--- src/rtl/fractal_pkg.sv ---
// Shared fractal-pipeline types: coordinate format, tile width and scanner state encoding.
package fractal_pkg;
  localparam int EFMSB  = 18;
  localparam int TILE_W = 64;

  typedef logic signed [EFMSB:0] coord_t;

  typedef enum logic [1:0] {
    IDLE  = 2'd0,
    SETUP = 2'd1,
    EMIT  = 2'd2,
    DONE  = 2'd3
  } scan_state_t;

  // Multiply by an elaboration-time constant; unrolls to a shift-add tree.
  function automatic coord_t mul_const(coord_t x, int unsigned k);
    coord_t acc;
    acc = '0;
    for (int i = 0; i < 32; i++) begin
      if (k[i]) acc = acc + (x << i);
    end
    return acc;
  endfunction
endpackage

--- src/rtl/viewport_scanner.sv ---
// Walks a frame tile by tile, emitting the complex-plane origin, step and row coordinate
// of each 64-pixel tile to the coordinate tree under a valid/ready handshake.
//   state | meaning
//   IDLE  | waiting for frame_start; centre and step latched on the request
//   SETUP | origin computed from latched centre/step, position cleared
//   EMIT  | tile descriptor valid, advances on each accepted transfer
//   DONE  | one-cycle frame_done pulse before returning to IDLE
module viewport_scanner
  import fractal_pkg::*;
#(
  parameter int TILES_PER_ROW = 10,
  parameter int ROWS          = 480
) (
  input  logic               clk,
  input  logic               reset,
  input  logic               frame_start,
  input  logic signed [18:0] center_re,
  input  logic signed [18:0] center_im,
  input  logic signed [18:0] step,
  input  logic               ready,
  output logic               valid,
  output logic signed [18:0] left,
  output logic signed [18:0] mul,
  output logic signed [18:0] im,
  output logic [3:0]         tile_x,
  output logic [8:0]         row_y,
  output logic               last_tile,
  output logic               busy,
  output logic               frame_done
);
  localparam int unsigned HALF_W_PIX = TILES_PER_ROW * (TILE_W / 2);
  localparam int unsigned HALF_ROWS  = ROWS / 2;

  scan_state_t state, state_nx;
  coord_t cre_q, cim_q, origin_re;
  coord_t origin_re_c, origin_im_c, tile_step;
  logic   at_row_end, at_last_row;

  assign origin_re_c = cre_q - mul_const(mul, HALF_W_PIX);
  assign origin_im_c = cim_q - mul_const(mul, HALF_ROWS);
  assign tile_step   = mul << $clog2(TILE_W);

  assign at_row_end  = (tile_x == 4'(TILES_PER_ROW - 1));
  assign at_last_row = (row_y == 9'(ROWS - 1));

  assign valid      = (state == EMIT);
  assign busy       = (state != IDLE);
  assign frame_done = (state == DONE);
  assign last_tile  = valid && at_row_end && at_last_row;

  always_ff @(posedge clk or posedge reset) begin
    if (reset) state <= IDLE;
    else       state <= state_nx;
  end

  always_comb begin
    state_nx = state;
    case (state)
      IDLE:    if (frame_start) state_nx = SETUP;
      SETUP:   state_nx = EMIT;
      EMIT:    if (ready && last_tile) state_nx = DONE;
      DONE:    state_nx = IDLE;
      default: state_nx = IDLE;
    endcase
  end

  always_ff @(posedge clk or posedge reset) begin
    if (reset) begin
      cre_q     <= '0;
      cim_q     <= '0;
      origin_re <= '0;
      mul       <= '0;
      left      <= '0;
      im        <= '0;
      tile_x    <= '0;
      row_y     <= '0;
    end else begin
      case (state)
        IDLE: begin
          if (frame_start) begin
            cre_q <= center_re;
            cim_q <= center_im;
            mul   <= step;
          end
        end
        SETUP: begin
          origin_re <= origin_re_c;
          left      <= origin_re_c;
          im        <= origin_im_c;
          tile_x    <= '0;
          row_y     <= '0;
        end
        EMIT: begin
          if (ready) begin
            if (!at_row_end) begin
              tile_x <= tile_x + 4'd1;
              left   <= left + tile_step;
            end else if (!at_last_row) begin
              tile_x <= '0;
              left   <= origin_re;
              im     <= im + mul;
              row_y  <= row_y + 9'd1;
            end
          end
        end
        default: ;
      endcase
    end
  end
endmodule

--- config.mk ---
export PLATFORM = sky130hd
export DESIGN_NAME = viewport_scanner
export DESIGN_NICKNAME = d
export VERILOG_FILES = /design/src/rtl/fractal_pkg.sv /design/src/rtl/viewport_scanner.sv
export SDC_FILE = /design/constraint.sdc
export NUM_CORES = 1
export LEC_CHECK = 0
export BUFFER_PORTS_ARGS = -buffer_cell sky130_fd_sc_hd__buf_2
export CAP_MARGIN = 10
export CORE_MARGIN = 5
export CORE_UTILIZATION = 60
export CTS_CLUSTER_SIZE = 14
export DETAILED_ROUTE_END_ITERATION = 6
export PLACE_DENSITY = 0.88
export SLEW_MARGIN = 20
export SYNTH_ARGS = -nofsm -noshare
export SYNTH_HDL_FRONTEND = slang
export SYNTH_SLANG_ARGS = --single-unit
--- constraint.sdc ---
create_clock -name clk -period 6.2 [get_ports clk]
set_input_delay 0.93 -clock clk [delete_from_list [all_inputs] [get_ports clk]]
set_output_delay 0.93 -clock clk [all_outputs]
set_load 0.005 [all_outputs]
Yosys cells after proc, flatten, opt, wreduce, memory -nomap -nowiden
Index checks and enable logic that the tools add are counted. Widths: inputs -> output; s select.

Bits in registers: 129. Input bits: 61. Output and inout port bits: 74. Logic and storage cells: 59.

$add $sub $neg: 10. Equal/unequal tests: 11. Multiplexer cells: 19. Reductions and logical operators: 10.

Operators by type and width (number): $add 19x19->19 (6); $mux 19 (6); $pmux 19 s2 (2); $sub 19x19->19 (2); $mux 9 (3); $pmux 9 s2 (1); $mux 4 (3); $add 9x1->9 const B (1); $eq 9x9->1 const B (1); $pmux 2 s4 (1); $pmux 4 s2 (1); $ne 2x2->1 const B (3); $add 4x1->4 const B (1); $eq 2x2->1 const B (2); $eq 4x4->1 const B (1); $mux 2 (2); $ne 2x1->1 const B (2); $reduce_and 2->1 (2); $reduce_and 4->1 (1); $reduce_bool 2->1 (2); $logic_and 1x1->1 (3); $ne 3x3->1 const B (1); $reduce_and 3->1 (1); $eq 2x1->1 const B (1); $logic_not 2->1 (1).

Longest topological paths before layout
Depth after elaboration: 6. Mapped depth: 14. Mapped depth without buffers: 14.

Worst setup path after synthesis
OpenSTA, ideal clock, no wires.

Path kind: register -> register. From: register mul[4]. To: register im[18]. Setup time: 0.125 ns. Arrival: 3.963 ns. Required time: 6.075 ns. Setup slack: 2.112 ns. Stages on the path, launching flop included: 15. Buffers on the path: 0. Period minus slack after synthesis: 4.088 ns. Cells stage by stage: dfrtp_1 -> inv_1 -> fa_1 -> inv_1 -> fa_1 -> fa_1 -> inv_1 -> ha_1 -> o21a_1 -> o2111ai_1 -> o211ai_1 -> a221oi_1 -> xnor2_1 -> a21oi_1 -> mux2_4.

Word-level cells in the longest chain between the ends: 5. Elaborated cells on any way between the ends: 9. Classes of those cells: 5 x add/sub; 4 x mux.

Ends and longest elaborated chain: start: declaration (line viewport_scanner.sv:23) `output logic signed [18:0] mul,`; start signal: assignment (line viewport_scanner.sv:83) `mul <= step;`; $add 19x19->19, on equally long branches (line fractal_pkg.sv:20, viewport_scanner.sv:101); $add 19x19->19 or $mux 19 (tied branches) (line fractal_pkg.sv:20, viewport_scanner.sv:98); $add 19x19->19 or $mux 19 (tied branches) (line fractal_pkg.sv:20, viewport_scanner.sv:95); $sub 19x19->19 or $mux 19 (tied branches) (line viewport_scanner.sv:40, viewport_scanner.sv:94); $pmux 19 s2 (*) (line viewport_scanner.sv:78) `case (state)`; end signal: assignment (line viewport_scanner.sv:89) `im <= origin_im_c;`; end signal: assignment (line viewport_scanner.sv:101) `im <= im + mul;`; end: declaration (line viewport_scanner.sv:24) `output logic signed [18:0] im,`.

Mark *: on every way between the ends. The rest lies on a longest branch, timed or not. The select of a mux whose other input is x is not followed. A chain may end at the register's enable or synchronous reset.

Worst setup path after layout
Ends and elaborated chain as after synthesis.

==> qor.txt <==
outcome - finished clean
CTS Hold Bufs - 0
fin. max-slew vios - 0
hold path depth - 2
Worst Hold Slack - 472 ps
H-tree depth - 4
setup violators final - 0
CP Data Arrival Time - 4660 ps
Ant. Diodes - 0
Rows - 45
post-cts resize count - 0
Longest Clk Path Bufs - 2
count leader, synth - dfrtp_1
FF-to-FF path depth - 14
Synth Flop Type - dfrtp_1
Die W - 134 um
Worst EP required - 6510 ps
Worst setup SP type - flip-flop
fin crit share - 70.2%
setup_tns - 0 ps
Ports - 135
Core Area - 0.0152 mm^2
crit path launch - mul[4]
layout cell share with drive strength beyond 1 - 23.5%
fmax - 0.230 GHz
critical path class - flip-flop to flip-flop
Cell Area, Synth - 0.00928 mm^2
syn avg cell area - 9.90 um^2
Slew Limit Headroom - 26.7%
Nets - 1249
Final min period - 4350 ps
final RePlAce weighted congestion - 0.970
initial DRC count - 503
CP cell instances - inv_1 -> fa_1 -> inv_1 -> fa_1 -> fa_1 -> inv_1 -> ha_1 -> o21a_1 -> o2111ai_1 -> o211ai_1 -> a221oi_1 -> xnor2_1 -> a21oi_1 -> mux2_4
largest family of logic cells by synthesized area - adder cells
first-pass GRT wire length - 38400 um
Post-synth EDFFs - 0
compound-cell area share of the yosys netlist - 14.6%
root buffer cell - clkbuf_16
CP peak stage delay - 570 ps
RSZ-0062 raised after global routing - false
Initial Util - 61.1%
Hold WC Path Type - flip-flop to flip-flop
area delta synth->final - 15.3%
Worst path depth - 14
post-synthesis simple-gate area fraction - 10.4%
maxcap violations - 0
vias in the first global route - 7545
vias per inst - 5.94
Crit-path slowest cell - fa_1
Mapped Cells - 938
synth top area cells - dfrtp_1, fa_1, ha_1
CP bufs+invs - 3
drt total wl - 23900 um
initial antenna violation count - 0
Yosys reg bits - 129
Worst R2R Start - mul[4]
CTS tree - done
Post-CTS Setup Bufs - 0
register area share after synthesis - 34.8%
largest fanout on the critical path - 6
measured slew at the worst slew-check pin - 1100 ps
hpwl dp - 17600 um
CP endpoint kind - flip-flop
drt drc - 0
adder-cell share of the synthesized area - 20.0%
clk_lat worst skew - 430 ps
Critical R2R Capture - im[18]
# clock sinks - 129
multiplexer share of the synthesized area - 9.54%
Setup Skew - 8.15 ps
TritonRoute pass-1 iters - 5
clock-pin slew on the worst setup and hold paths - 60 ps
Total GRT Usage - 27.1%
Synth Area in XOR/XNOR - 5.38%
Syn Nets - 1119
Top Family by Delay on Critical Path - adder cells
YS warnings - 0
Port Buf Inserts - 134
FF-to-FF setup slack - 1850 ps
die height - 134 um
ys async rst share - 100%
post-synth top area share - 34.8%
total grt overflow - 0
Vias - 7544
top cell type by total area after synthesis - dfrtp_1
Final Hold Viols - 0
Commonest cells post-synth - dfrtp_1, inv_1, ha_1, mux2_2, nand2_1
antenna-violating nets left - 0
CP endpoint - im[18]
Unique masters post-synth - 60
wire per inst - 18.8 um
TritonCTS Buffers - 17
full die area - 0.0181 mm^2
largest net degree at the start of global routing - 72
[cells by family (layout without fill, tap and decap cells)]
| family | after synthesis | after routing |
|---|---|---|
| AOI/OAI and AO/OA | 210 | 210 |
| and+or+nand+nor | 211 | 211 |
| muxes | 79 | 79 |
| xor gates and xnor gates | 57 | 57 |
| adders and majority gates | 120 | 120 |
| buffers and inverters | 132 | 275 |
| DFF | 129 | 129 |
[per-stage QoR]
step,cell area [um^2],worst slack (ps),cells,util (%)
2_1_floorplan,9280,1830,938,-
3_3_place_gp,10100,1950,1237,66.6
3_5_place_dp,10100,1880,1237,66.6
4_1_cts,10700,1830,1269,70.4
5_1_grt,10700,1440,1269,70.4
6_report,10700,1850,1269,70.4
[tightest hold or removal path: cells and delay by family, from the launching register on]
family	cells	cell delay (ps)
flip-flops	1	330
AND/OR/NAND/NOR	2	110
[cell type report]
type                            count  area [um^2]
Timing Repair Buffer              140          716
Multi-Input combinational cell    677         5560
Fill cell                        1118         4500
Inverter                          103          389
Clock inverter                     10          110
Clock buffer                       22          464
Sequential cell                   129         3230
Tap cell                          188          235
[worst min-delay path by stage]
stage	slack [ps]	to	startpoint
after floorplan	460	left[2]	origin_re[2]
final	470	left[3]	left[3]
after global routing	510	origin_re[5]	origin_re[5]
after global placement	460	left[3]	left[3]
after CTS	480	left[3]	left[3]
after detailed placement	460	left[3]	left[3]
[layer usage]
layer / vias up / wire length (um) / GRT usage (%)
met5: - / 0 / 0
met4: 0 / 814 / 11.1
met3: 54 / 1610 / 5.93
met2: 326 / 11800 / 45.5
met1: 3660 / 9670 / 34.1
li1: 3504 / - / -
[cells in the final DEF, fill, tap and decap left out, drive strengths merged, types with 5 or more instances in the layout]
cell / Yosys / final
buf: 5 / 140
dfrtp: 129 / 129
inv: 102 / 102
mux2: 73 / 73
ha: 73 / 73
nand2: 71 / 71
nor2: 66 / 66
o21ai: 55 / 55
a21oi: 55 / 55
fa: 47 / 47
xnor2: 37 / 37
clkbuf: 24 / 22
xor2: 20 / 20
nand3: 15 / 15
nor3: 14 / 14
o21a: 14 / 14
a21o: 12 / 12
o211ai: 11 / 11
or3: 10 / 10
nor2b: 9 / 9
a22oi: 8 / 8
o22ai: 7 / 7
mux2i: 6 / 6
o21bai: 6 / 6
nand4: 5 / 5
o2111ai: 5 / 5
a211oi: 5 / 5
clkinv: 1 / 5
[registers in the layout, indices dropped and copies added (netlist names)]
signal / count
cre_q: 19
row_y: 9
cim_q: 19
origin_re: 19
tile_x: 4
state: 2
left: 19
mul: 19
im: 19
Power is not shown: default switching activity piles up to over one toggle a cycle in this logic, so the estimate is an artifact.
